<file path="config.mk">
export PLATFORM = sky130hd
export DESIGN_NAME = alu_operand_stage
export DESIGN_NICKNAME = d
export VERILOG_FILES = /design/src/rtl/alu_operand_stage.sv
export SDC_FILE = /design/constraint.sdc
export NUM_CORES = 1
export LEC_CHECK = 0
export CORE_ASPECT_RATIO = 1.75
export CORE_MARGIN = 5
export CORE_UTILIZATION = 48
export CTS_CLUSTER_SIZE = 12
export DETAILED_ROUTE_END_ITERATION = 7
export PLACE_DENSITY = 0.81
export SLEW_MARGIN = 10
export SYNTH_ARGS = -nofsm -noshare
export SYNTH_HDL_FRONTEND = slang
export SYNTH_SLANG_ARGS = --single-unit
</file>
<file path="constraint.sdc">
create_clock -name clk -period 8.14 [get_ports clk]
set_clock_uncertainty 0.2 [all_clocks]
set_input_delay 1.221 -clock clk [delete_from_list [all_inputs] [get_ports clk]]
set_output_delay 1.221 -clock clk [all_outputs]
set_load 0.02 [all_outputs]
</file>
<file path="src/rtl/alu_operand_stage.sv">
// Issue stage in front of the RV32 ALU: resolves operands, builds alu_ctrl,
// and steers them into the ALU operand order behind a skid-buffered handshake.
module alu_operand_stage #(
  parameter int DATA_WIDTH = 32
) (
  input  logic                  clk,
  input  logic                  rst,
  input  logic                  flush,
  input  logic                  in_valid,
  output logic                  in_ready,
  input  logic [2:0]            in_funct3,
  input  logic                  in_funct7b5,
  input  logic                  in_is_imm,
  input  logic [4:0]            in_rs1_addr,
  input  logic [4:0]            in_rs2_addr,
  input  logic [4:0]            in_rd_addr,
  input  logic [DATA_WIDTH-1:0] in_rs1_data,
  input  logic [DATA_WIDTH-1:0] in_rs2_data,
  input  logic [DATA_WIDTH-1:0] in_imm,
  input  logic                  mem_fwd_en,
  input  logic [4:0]            mem_fwd_rd,
  input  logic [DATA_WIDTH-1:0] mem_fwd_data,
  input  logic                  wb_fwd_en,
  input  logic [4:0]            wb_fwd_rd,
  input  logic [DATA_WIDTH-1:0] wb_fwd_data,
  output logic                  out_valid,
  input  logic                  out_ready,
  output logic [DATA_WIDTH-1:0] bus_A,
  output logic [DATA_WIDTH-1:0] bus_B,
  output logic [3:0]            alu_ctrl,
  output logic [4:0]            out_rd_addr,
  output logic [31:0]           issue_count
);

  localparam logic [2:0] F3_SLL = 3'b001;
  localparam logic [2:0] F3_SR  = 3'b101;
  localparam logic [3:0] CTRL_SUB = 4'b0001;

  // MEM beats WB beats regfile; x0 is hardwired to zero.
  function automatic logic [DATA_WIDTH-1:0] resolve_src(
    input logic [4:0]            addr,
    input logic [DATA_WIDTH-1:0] rf_data,
    input logic                  m_en,
    input logic [4:0]            m_rd,
    input logic [DATA_WIDTH-1:0] m_data,
    input logic                  w_en,
    input logic [4:0]            w_rd,
    input logic [DATA_WIDTH-1:0] w_data
  );
    if (addr == 5'd0)                 return '0;
    else if (m_en && (m_rd == addr))  return m_data;
    else if (w_en && (w_rd == addr))  return w_data;
    else                              return rf_data;
  endfunction

  logic [DATA_WIDTH-1:0] w_rs1v, w_rs2v, w_op2, w_bus_a, w_bus_b;
  logic [3:0]            w_ctrl;
  logic                  w_is_shift;

  assign w_rs1v = resolve_src(in_rs1_addr, in_rs1_data, mem_fwd_en, mem_fwd_rd, mem_fwd_data,
                              wb_fwd_en, wb_fwd_rd, wb_fwd_data);
  assign w_rs2v = resolve_src(in_rs2_addr, in_rs2_data, mem_fwd_en, mem_fwd_rd, mem_fwd_data,
                              wb_fwd_en, wb_fwd_rd, wb_fwd_data);
  assign w_op2  = in_is_imm ? in_imm : w_rs2v;

  // Immediate forms only carry the arith bit for SRAI, so ADDI never turns into SUB.
  assign w_ctrl = {in_funct3, in_is_imm ? ((in_funct3 == F3_SR) & in_funct7b5) : in_funct7b5};
  assign w_is_shift = (in_funct3 == F3_SLL) || (in_funct3 == F3_SR);

  // ALU computes bus_B - bus_A and shifts bus_B by bus_A.
  always_comb begin
    w_bus_a = w_rs1v;
    w_bus_b = w_op2;
    if (w_is_shift) begin
      w_bus_a = {{(DATA_WIDTH-5){1'b0}}, w_op2[4:0]};
      w_bus_b = w_rs1v;
    end else if (w_ctrl == CTRL_SUB) begin
      w_bus_a = w_rs2v;
      w_bus_b = w_rs1v;
    end
  end

  logic                  r_main_valid, r_skid_valid, r_in_ready;
  logic [DATA_WIDTH-1:0] r_main_a, r_main_b, r_skid_a, r_skid_b;
  logic [3:0]            r_main_ctrl, r_skid_ctrl;
  logic [4:0]            r_main_rd, r_skid_rd;
  logic [31:0]           r_issue_count;

  logic w_accept, w_deliver, w_main_free;
  logic w_load_main_skid, w_load_main_in, w_load_skid;
  logic w_main_valid_nxt, w_skid_valid_nxt;

  assign w_accept    = in_valid & r_in_ready;
  assign w_deliver   = r_main_valid & out_ready;
  assign w_main_free = ~r_main_valid | out_ready;

  assign w_load_main_skid = w_main_free & r_skid_valid;
  assign w_load_main_in   = w_main_free & ~r_skid_valid & w_accept;
  assign w_load_skid      = w_accept & (r_skid_valid | ~w_main_free);

  assign w_main_valid_nxt = flush ? 1'b0 : (w_main_free ? (r_skid_valid | w_accept) : 1'b1);
  assign w_skid_valid_nxt = flush ? 1'b0 :
                            (w_main_free ? (r_skid_valid & w_accept) : (r_skid_valid | w_accept));

  always_ff @(posedge clk or posedge rst) begin
    if (rst) begin
      r_main_valid  <= 1'b0;
      r_skid_valid  <= 1'b0;
      r_in_ready    <= 1'b1;
      r_issue_count <= '0;
    end else begin
      r_main_valid <= w_main_valid_nxt;
      r_skid_valid <= w_skid_valid_nxt;
      r_in_ready   <= ~w_skid_valid_nxt;
      if (w_deliver) r_issue_count <= r_issue_count + 32'd1;
    end
  end

  always_ff @(posedge clk or posedge rst) begin
    if (rst) begin
      r_main_a    <= '0;
      r_main_b    <= '0;
      r_main_ctrl <= '0;
      r_main_rd   <= '0;
    end else if (w_load_main_skid) begin
      r_main_a    <= r_skid_a;
      r_main_b    <= r_skid_b;
      r_main_ctrl <= r_skid_ctrl;
      r_main_rd   <= r_skid_rd;
    end else if (w_load_main_in) begin
      r_main_a    <= w_bus_a;
      r_main_b    <= w_bus_b;
      r_main_ctrl <= w_ctrl;
      r_main_rd   <= in_rd_addr;
    end
  end

  always_ff @(posedge clk or posedge rst) begin
    if (rst) begin
      r_skid_a    <= '0;
      r_skid_b    <= '0;
      r_skid_ctrl <= '0;
      r_skid_rd   <= '0;
    end else if (w_load_skid) begin
      r_skid_a    <= w_bus_a;
      r_skid_b    <= w_bus_b;
      r_skid_ctrl <= w_ctrl;
      r_skid_rd   <= in_rd_addr;
    end
  end

  assign in_ready    = r_in_ready;
  assign out_valid   = r_main_valid;
  assign bus_A       = r_main_a;
  assign bus_B       = r_main_b;
  assign alu_ctrl    = r_main_ctrl;
  assign out_rd_addr = r_main_rd;
  assign issue_count = r_issue_count;

endmodule

</file>
==> results of run 1 <==
==> critical path: stages <==
cell and delay (ns):
clkdlybuf4s50_1 0.63, or3b_1 0.49, a21oi_4 0.31, nand2b_1 0.47, buf_4 0.39, a311oi_1 0.08, a21oi_1 0.50, a211oi_1 0.15
==> layout by cell type, fill, tap and decap left out, drive strengths merged, types with 4 or more instances in the layout <==
master and n:
a21oi 68, a31oi 32, nor2 128, o22ai 8, a211oi 74, or2 4
nand3 37, buf 24, a221oi 27, nand2 86, clkbuf 19, nor3 133
xor2 15, xnor2 36, inv 10, a311oi 64, o21ai 106, and2 4
clkinvlp 4, dfrtp 180, clkdlybuf4s50 302, and4 7, nand4 13, nand4b 32
==> per-layer routing <==
metal / up-vias / routed length [um] / track usage [%] / part of all wire (%)
li1: 4955 / - / - / -
met1: 5376 / 14580 / 38.36 / 34
met2: 891 / 20850 / 57.29 / 48
met3: 210 / 4625 / 8.757 / 11
met4: 6 / 3211 / 20.75 / 7.4
met5: - / 27 / 0 / 0.062
==> layout make-up <==
class	instances	area share, %
flip-flops and latches	181	31.99
repair buffers	326	22.60
diodes	3	0.05300
well taps	292	2.579
multi-input cells	889	38.25
clock inverters	13	1.210
inverters	6	0.1943
clock buffers	19	3.127
==> registers in the layout (all words and copies together), names as in the netlist <==
register and flops:
bus_A 32, r_skid_rd 5, alu_ctrl 4, issue_count 32
out_valid 1, r_skid_valid 1, r_skid_ctrl 4, r_skid_a 32
bus_B 32, out_rd_addr 5, r_skid_b 32, in_ready 1
==> Yosys cell counts <==
library cell | count | area, um^2
o21ai_0 | 61 | 305.3
or3b_1 | 1 | 8.760
a311oi_1 | 64 | 560.5
a31oi_1 | 32 | 200.2
nand4_1 | 13 | 81.33
or2_1 | 3 | 18.77
nor2_1 | 128 | 480.5
buf_1 | 1 | 3.750
a221oi_2 | 26 | 390.4
nand2_2 | 1 | 6.260
dfstp_2 | 1 | 26.28
nand3_1 | 37 | 185.2
nand4b_1 | 32 | 280.3
or4_1 | 1 | 7.510
xnor2_1 | 35 | 306.5
a21o_1 | 1 | 7.510
inv_1 | 6 | 22.52
a211oi_2 | 1 | 12.51
xnor2_2 | 1 | 16.27
nor4_4 | 1 | 21.27
xor2_1 | 15 | 131.4
mux2_2 | 1 | 11.26
and2_0 | 1 | 6.260
a211oi_1 | 73 | 548.0
and2_1 | 3 | 18.77
or2_0 | 1 | 6.260
ha_1 | 1 | 12.51
or4_4 | 1 | 11.26
nor2b_1 | 1 | 6.260
o21ai_1 | 45 | 225.2
nor3_1 | 133 | 665.6
nor4_1 | 2 | 12.51
buf_2 | 23 | 115.1
and4_1 | 7 | 61.31
and3_1 | 2 | 12.51
o22ai_1 | 8 | 50.05
nand2b_1 | 3 | 18.77
dfrtp_1 | 180 | 4504
nand2_1 | 85 | 319.1
clkbuf_1 | 84 | 315.3
clkbuf_2 | 1 | 5.000
buf_6 | 3 | 33.78
a21oi_1 | 67 | 335.3
a221oi_1 | 1 | 8.760
a21oi_4 | 1 | 16.27
==> power by group through the flow <==
stage                     Sequential [W]  Clock [W]  Combinational [W]
after floorplan                  0.00130          0           0.000360
after global placement           0.00122          0           0.000870
after detailed placement         0.00123          0           0.000889
after CTS                        0.00121   0.000876           0.000893
after global routing             0.00123   0.000914           0.000953
final                            0.00122   0.000872           0.000901
==> path summary, 6_finish.rpt <==
check / start / end / depth (start not counted)
hold reg to reg: r_skid_ctrl[0] / r_skid_ctrl[0] / 2
hold / removal: r_skid_ctrl[0] / r_skid_ctrl[0] / 2
max in group asynchronous: rst / bus_A[14] / 3
min in group asynchronous: rst / bus_B[16] / 2
setup reg to reg: out_valid / bus_B[1] / 6
setup / recovery: in_is_imm / bus_A[24] / 8
==> metrics by stage <==
| step | util (%) | std cells | total power [W] | cell area (um^2) |
|---|---|---|---|---|
| finish | 66.16 | 1729 | 0.002988 | 14160 |
| global route | 66.13 | 1727 | 0.003102 | 14160 |
| CTS | 66.11 | 1726 | 0.002980 | 14150 |
| detailed placement | 63.24 | 1694 | 0.002116 | 13540 |
| global placement | 63.24 | 1694 | 0.002088 | 13540 |
| floorplan | - | 1188 | 0.001660 | 10390 |
==> cells by family (layout without fill, tap and decap cells) <==
group           after synthesis  after routing
compound gates              380            380
simple gates                456            456
buf+inv                     118            364
mux                           1              1
flops                       181            181
other cells                   0              3
fa+ha+maj                     1              1
xor+xnor                     51             51
==> reports/qor.yml, run 1 <==
cells_and_area:
  multiInputGateArea_mm2: 0.005418
  drive_above_1_share_pct: 7.043
  area_delta_synth_final_pct: 36.29
  seq_area_mm2: 0.004531
  fin_nets: 1619
  fillers: 1738
power_and_ir_drop:
  powerDensity_mw_per_mm2: 211.0
  combPwrFrac_pct: 30.1
  switching_power_w: 0.001013
  peakVddDrop_uv: 167.9
  clockPowerShare_pct: 29.2
  p_leak_nw: 5.153
  p_seq_share_pct: 40.7
  p_sw_share_pct: 33.89
  power.internal_w: 0.001975
logic_synthesis:
  synth_compound_area_share_pct: 25.60
  postSynthCellCount: 1188
  synth.area.mux_share_pct: 0.1084
  syn_avg_cell_area_um2: 8.748
  synth_nets: 1386
  yosysSeqAreaShare_pct: 43.59
  synth-adder-area-share_pct: 0.1204
  yosysWarnings: 0
  synth_top_family_by_area: "compound AO/OA/AOI/OAI gates"
  yosys.cell_types.count: 45
  synth_seq_cells: 181
  synth_xor_area_share_pct: 4.370
  syn_area_mm2: 0.01039
  yosys.area_share.simple_pct: 21.44
placement:
  portBuffers: 303
  hpwlAfterDp_um: 29790
  place_congestion: 0.9803
  place_ws_ns: 3.673
global_routing:
  grt_start_max_net_pins: 110
  grt_pass1_vias: 11060
  overflow: 0
  antenna_found_initial: 4
  grt_util_all_layers_pct: 34.04
  grt_pass1_wl_um: 64610
detailed_routing:
  drt-vias-per-instance: 6.615
  drt-pass1-iter-count: 6
  ant_nets: 0
  drtIter0Drc: 1409
  wl_per_cell_um: 25.04
  routed_wl_um: 43290
  vias: 11440
  drc: 0
flow_run:
  cap_violations: 0
timing:
  tightest_slew_ns: 1.015
  fin_ws_ns: 3.965
  drv_slew: 0
  fin_setup_tns_ns: 0
  post-route-period-util_pct: 51.29
  hold_viol: 0
  fmax_mhz: 239.5
  fin_crit_ns: 4.175
  slew_headroom_pct: 32.32
  rsz0062_at_grt: "false"
  holdWs_ns: 0.2806
  setup_violations: 0
clock_network:
  clockBufferDepth: 2
  clkSinkCount: 181
  cts.clk_slew.worst_paths_ns: 0.07
  cts_root_buf: "clkbuf_16"
  ctsResizeCount: 0
  cts_tree: "yes"
  numCtsBuffers: 17
  postCtsSetupBuffers: 0
  cts_hold_buf: 0
  htree_levels: 4
  clk_latency_ns: 0.44
run_status:
  status: "complete, no violations"
worst_setup_path:
  crit_path_start_kind: "primary input"
  arrival_ns: 4.27
  critPathMaxFanout: 21
  required_ns: 8.23
  critical_path_class: "in2reg"
  critPathCaptureType: "flip-flop"
  rrSetupSlack_ns: 4.88
die:
  die_height_um: 204.7
  io_pins: 304
  die_x_um: 121.2
  fp-row-count: 71
  core_mm2: 0.02141
  die_area_mm2: 0.02481
  start_util_pct: 48.54
min_path:
  hp-class: "reg2reg"
(Power assumes the default switching activity.)
==> inputs of run 2 (changes only) <==
clock period = 4 ns   (was 8.14 ns; I/O delays follow)
==> run 2 against run 1 <==
  * Hold slack got worse by 0.0074 ns
  * Die area unchanged
  * Sequential power increased by 100%
  * First-iteration DRC count decreased by 4.6%
  * Critical path depth unchanged
  * Clock-buffer cell count increased by 2
  * Design area increased by 1.6%
  * Total power increased by 110%
  * Combinational power increased by 110%
  * Critical path type unchanged
  * Highest routed layer is now met4
==> reports/qor.yml, run 2 (synthesized netlist as in run 1, its figures left out) <==
clock_network:
  numCtsBuffers: 17
  cts_hold_buf: 0
  clockBufferDepth: 2
  clkSinkCount: 181
  clk_latency_ns: 0.43
  postCtsSetupBuffers: 0
  ctsResizeCount: 0
  cts_tree: "yes"
  htree_levels: 4
  cts_root_buf: "clkbuf_16"
  cts.clk_slew.worst_paths_ns: 0.07
worst_setup_path:
  cp_slowest_cell: "clkdlybuf4s50_1"
  rrSetupSlack_ns: 1.58
  path_delay_family: "compound AO/OA/AOI/OAI gates"
  slowest_delay_ns: 0.53
  regToRegStartpoint: "in_ready"
  critPathCaptureType: "flip-flop"
  required_ns: 4.13
  timing.rr.end: "bus_B[24]"
  critical_path_class: "in2reg"
  arrival_ns: 3.27
  worstPathCellList: "clkdlybuf4s50_1 -> or3b_1 -> a21oi_4 -> nand2_2 -> buf_4 -> a311oi_1 -> a221oi_2 -> a211oi_1"
  path_buf_inv: 2
  critPathMaxFanout: 19
  reg2regPathDepth: 6
  crit_path_start_kind: "primary input"
power_and_ir_drop:
  clockPowerShare_pct: 29.6
  p_leak_nw: 5.280
  combPwrFrac_pct: 30.4
  power.internal_w: 0.004116
  switching_power_w: 0.002036
  p_seq_share_pct: 40.0
  peakVddDrop_uv: 305.4
  p_sw_share_pct: 33.10
  powerDensity_mw_per_mm2: 427.5
detailed_routing:
  drt-vias-per-instance: 6.588
  vias: 11510
  drt-pass1-iter-count: 7
  drtIter0Drc: 1344
  drc: 0
  wl_per_cell_um: 24.69
  ant_nets: 0
  routed_wl_um: 43130
timing:
  fin_setup_tns_ns: 0
  hold_viol: 0
  post-route-period-util_pct: 78.51
  setup_violations: 0
  rsz0062_at_grt: "false"
  fmax_mhz: 318.4
  drv_slew: 0
  slew_headroom_pct: 25.62
  holdWs_ns: 0.2732
  fin_crit_ns: 3.140
  tightest_slew_ns: 1.110
cells_and_area:
  postLayoutCellArea_mm2: 0.01439
  seq_area_mm2: 0.004531
  fillers: 1716
  fin_nets: 1639
  multiInputGateArea_mm2: 0.005415
  final_cell_mix: "clkdlybuf4s50_1 (303), dfrtp_1 (180), nor3_1 (131)"
  area_delta_synth_final_pct: 38.47
  finalNonFillerCells: 1747
  final_core_util_pct: 67.21
  drive_above_1_share_pct: 8.184
  layout_commonest_cell: "clkdlybuf4s50_1"
placement:
  place_congestion: 0.9396
  placed_area_mm2: 0.01376
  portBuffers: 303
  dp.cells: 1714
  hpwlAfterDp_um: 30880
global_routing:
  grt_util_all_layers_pct: 34.48
  grt_pass1_wl_um: 65670
  overflow: 0
  grt_start_max_net_pins: 78
  grt_pass1_vias: 11420
  antenna_found_initial: 1
run_status:
  status: "complete, no violations"
die:
  core_mm2: 0.02141
  io_pins: 304
  fp-row-count: 71
  die_area_mm2: 0.02481
  start_util_pct: 48.54
  die_x_um: 121.2
  die_height_um: 204.7
min_path:
  hp-class: "reg2reg"
  whs_path_depth: 1
  whs_endpoint: "issue_count[31]"
  holdCritStartpoint: "issue_count[31]"
flow_run:
  cap_violations: 0
## run 2: how the worst max path moves through the flow
stage,from,endpoint,slack (ns),cells after the start
final,in_funct7b5,bus_B[9],0.86,8
after floorplan,rst,alu_ctrl[0],0.88,1
after global placement,in_rs2_addr[2],bus_B[31],0.57,7
after CTS,in_funct7b5,bus_B[9],0.92,8
after detailed placement,in_funct7b5,bus_B[6],0.47,8
after global routing,wb_fwd_rd[0],bus_B[2],0.80,9
## run 2: cell type report
type,count,share of cell area (%)
Multi-Input combinational cell,889,37.63
Sequential cell,181,31.48
Timing Repair Buffer,346,23.75
Clock buffer,21,3.200
Tap cell,292,2.539
Clock inverter,11,1.191
Inverter,6,0.1826
Antenna cell,1,0.01739
## run 2: layer usage
metal  share of wire [%]  global-route usage [%]  wire length [um]
met5                   0                       0                 0
met1                  33                   39.30             14290
met4                 8.3                   22.92              3596
met3                  10                   6.823              4330
met2                  48                   58.05             20910
## run 2: through the flow
stage / power, W / setup WS [ns]
2_1_floorplan: 0.003379 / 0.8782
3_3_place_gp: 0.004281 / 0.5741
3_5_place_dp: 0.004336 / 0.4720
4_1_cts: 0.006133 / 0.9218
5_1_grt: 0.006394 / 0.8009
6_report: 0.006152 / 0.8597
## run 2: power groups by stage
| stage | clock network, W | logic [W] | registers (W) |
|---|---|---|---|
| floorplan | 0 | 0.000734 | 0.00264 |
| global route | 0.00191 | 0.00198 | 0.00250 |
| finish | 0.00182 | 0.00187 | 0.00246 |
| CTS | 0.00182 | 0.00185 | 0.00245 |
| detailed placement | 0 | 0.00185 | 0.00249 |
| global placement | 0 | 0.00181 | 0.00247 |
## run 2: worst reg2reg max path, cell delays in order (launching register included)
cell and delay, ns:
dfstp_2 0.54, a21oi_1 0.11, or2_0 0.22, buf_4 0.20
nor2_4 0.11, buf_4 0.63, a211oi_1 0.25
==> inputs of run 3 (changes only) <==
CORE_UTILIZATION = 44   (was 48)
PLACE_DENSITY = 0.78   (was 0.81)
clock period = 2.7 ns   (was 4 ns; I/O delays follow)
==> run 3 against run 2 <==
  * Flip-flop and latch count unchanged
  * Die area increased by 8.5%
  * Clock-buffer cell count decreased by 4
  * Register-to-register slack got worse by 1.3 ns
  * Non-clock buffer count increased by 64
  * Global-route usage decreased by 2.7 points
  * Final cell count increased by 4.3%
  * Via count increased by 1.4%
  * Setup slack got worse by 0.82 ns
  * Hold slack got worse by 0.13 ns
  * Largest cell class unchanged
==> reports/qor.yml, run 3 (synthesized netlist as in run 1, its figures left out) <==
timing:
  fmax_mhz: 375.5
  tightest_slew_ns: 0.7665
  setup_violations: 0
  rsz0062_at_grt: "false"
  drv_slew: 0
  fin_crit_ns: 2.663
  slew_headroom_pct: 48.73
  fin_ws_ns: 0.03688
  hold_viol: 0
  post-route-period-util_pct: 98.63
power_and_ir_drop:
  peakVddDrop_uv: 461.6
  p_leak_nw: 5.671
  powerDensity_mw_per_mm2: 602.7
  total_power_w: 0.009097
global_routing:
  overflow: 0
  grt_pass1_wl_um: 66450
  antenna_found_initial: 0
  grt_util_all_layers_pct: 31.76
  grt_pass1_vias: 11600
  grt_start_max_net_pins: 75
die:
  core_mm2: 0.02333
  start_util_pct: 44.54
  die_height_um: 213.3
  die_x_um: 126.2
  die_area_mm2: 0.02691
  fp-row-count: 74
  io_pins: 304
worst_setup_path:
  arrival_ns: 2.77
  worstPathCellList: "clkdlybuf4s50_1 -> xor2_1 -> or4_4 -> buf_12 -> o21ai_1 -> a31oi_1 -> a21oi_1 -> buf_4 -> a211oi_1"
  critical_path_class: "in2reg"
  path_buf_inv: 3
  path_delay_family: "buffers and inverters"
  required_ns: 2.81
  critPathCaptureType: "flip-flop"
  reg2regPathDepth: 6
  rrSetupSlack_ns: 0.33
  cp_slowest_cell: "or4_4"
  timing.rr.end: "issue_count[29]"
  crit_path_start_kind: "primary input"
  regToRegStartpoint: "issue_count[6]"
  critPathMaxFanout: 20
  slowest_delay_ns: 0.61
min_path:
  hp-class: "in2async"
detailed_routing:
  drt-pass1-iter-count: 6
  vias: 11680
  drt-vias-per-instance: 6.408
  wl_per_cell_um: 23.96
  drtIter0Drc: 1291
  ant_nets: 0
  routed_wl_um: 43660
  drc: 0
clock_network:
  cts_root_buf: "clkbuf_16"
  postCtsSetupBuffers: 0
  htree_levels: 4
  ctsResizeCount: 0
  clockBufferDepth: 2
  cts_tree: "yes"
  clk_latency_ns: 0.44
  cts_hold_buf: 0
  cts.clk_slew.worst_paths_ns: 0.08
  numCtsBuffers: 17
  clkSinkCount: 181
cells_and_area:
  layout_commonest_cell: "clkdlybuf4s50_1"
  final_cell_mix: "clkdlybuf4s50_1 (303), dfrtp_1 (180), nor3_1 (131)"
  drive_above_1_share_pct: 12.38
  fin_nets: 1703
  area_delta_synth_final_pct: 45.24
  postLayoutCellArea_mm2: 0.01509
  fillers: 1967
  antenna-diode-count: 0
  final_core_util_pct: 64.69
flow_run:
  cap_violations: 0
placement:
  place_ws_ns: -0.4178
  portBuffers: 303
  placed_area_mm2: 0.01448
  hpwlAfterDp_um: 33160
  place_congestion: 0.9850
run_status:
  status: "complete, no violations"
## run 3: metrics by stage
step | instances | hold slack [ns] | setup TNS, ns
after floorplan | 1188 | 0.2446 | -40.82
after global placement | 1790 | 0.2581 | -24.39
after detailed placement | 1790 | 0.2637 | -30.53
after CTS | 1822 | 0.1529 | 0
after global routing | 1822 | 0.1812 | 0
final | 1822 | 0.1408 | 0
## run 3: area by class of cell
| cell class | count | area (um^2) | share of cell area, % |
|---|---|---|---|
| multi-input cells | 889 | 5434 | 36.00 |
| clock buffers | 17 | 425.4 | 2.818 |
| flip-flops and latches | 181 | 4531 | 30.01 |
| clock inverters | 15 | 173.9 | 1.152 |
| well taps | 304 | 380.4 | 2.520 |
| inverters | 6 | 26.28 | 0.1741 |
| repair buffers | 410 | 4124 | 27.32 |
## run 3: worst max path at each step
stage | startpoint | to | slack [ns] | cells past startpoint
5_1_grt | in_rs2_addr[4] | bus_A[17] | 0.0007 | 9
3_5_place_dp | in_rs2_addr[4] | bus_A[17] | -0.42 | 9
3_3_place_gp | in_rs2_addr[4] | bus_A[17] | -0.39 | 9
4_1_cts | in_funct3[2] | bus_B[7] | 0.0009 | 7
2_1_floorplan | rst | alu_ctrl[0] | -0.23 | 1
6_report | in_rs2_addr[4] | bus_A[17] | 0.04 | 9
## run 3: where the power goes
group	switching [W]	internal, W	total, W
clock	0.00127	0.00126	0.00252
combinational	0.00157	0.00133	0.00289
sequential	0.000408	0.00327	0.00368
total	0.00324	0.00586	0.00910
## run 3: routing by layer
| layer | wire length [um] | GRT usage (%) |
|---|---|---|
| met5 | 0 | 0 |
| met1 | 14670 | 35.41 |
| met4 | 3020 | 19.77 |
| met3 | 3620 | 5.232 |
| met2 | 22350 | 56.32 |
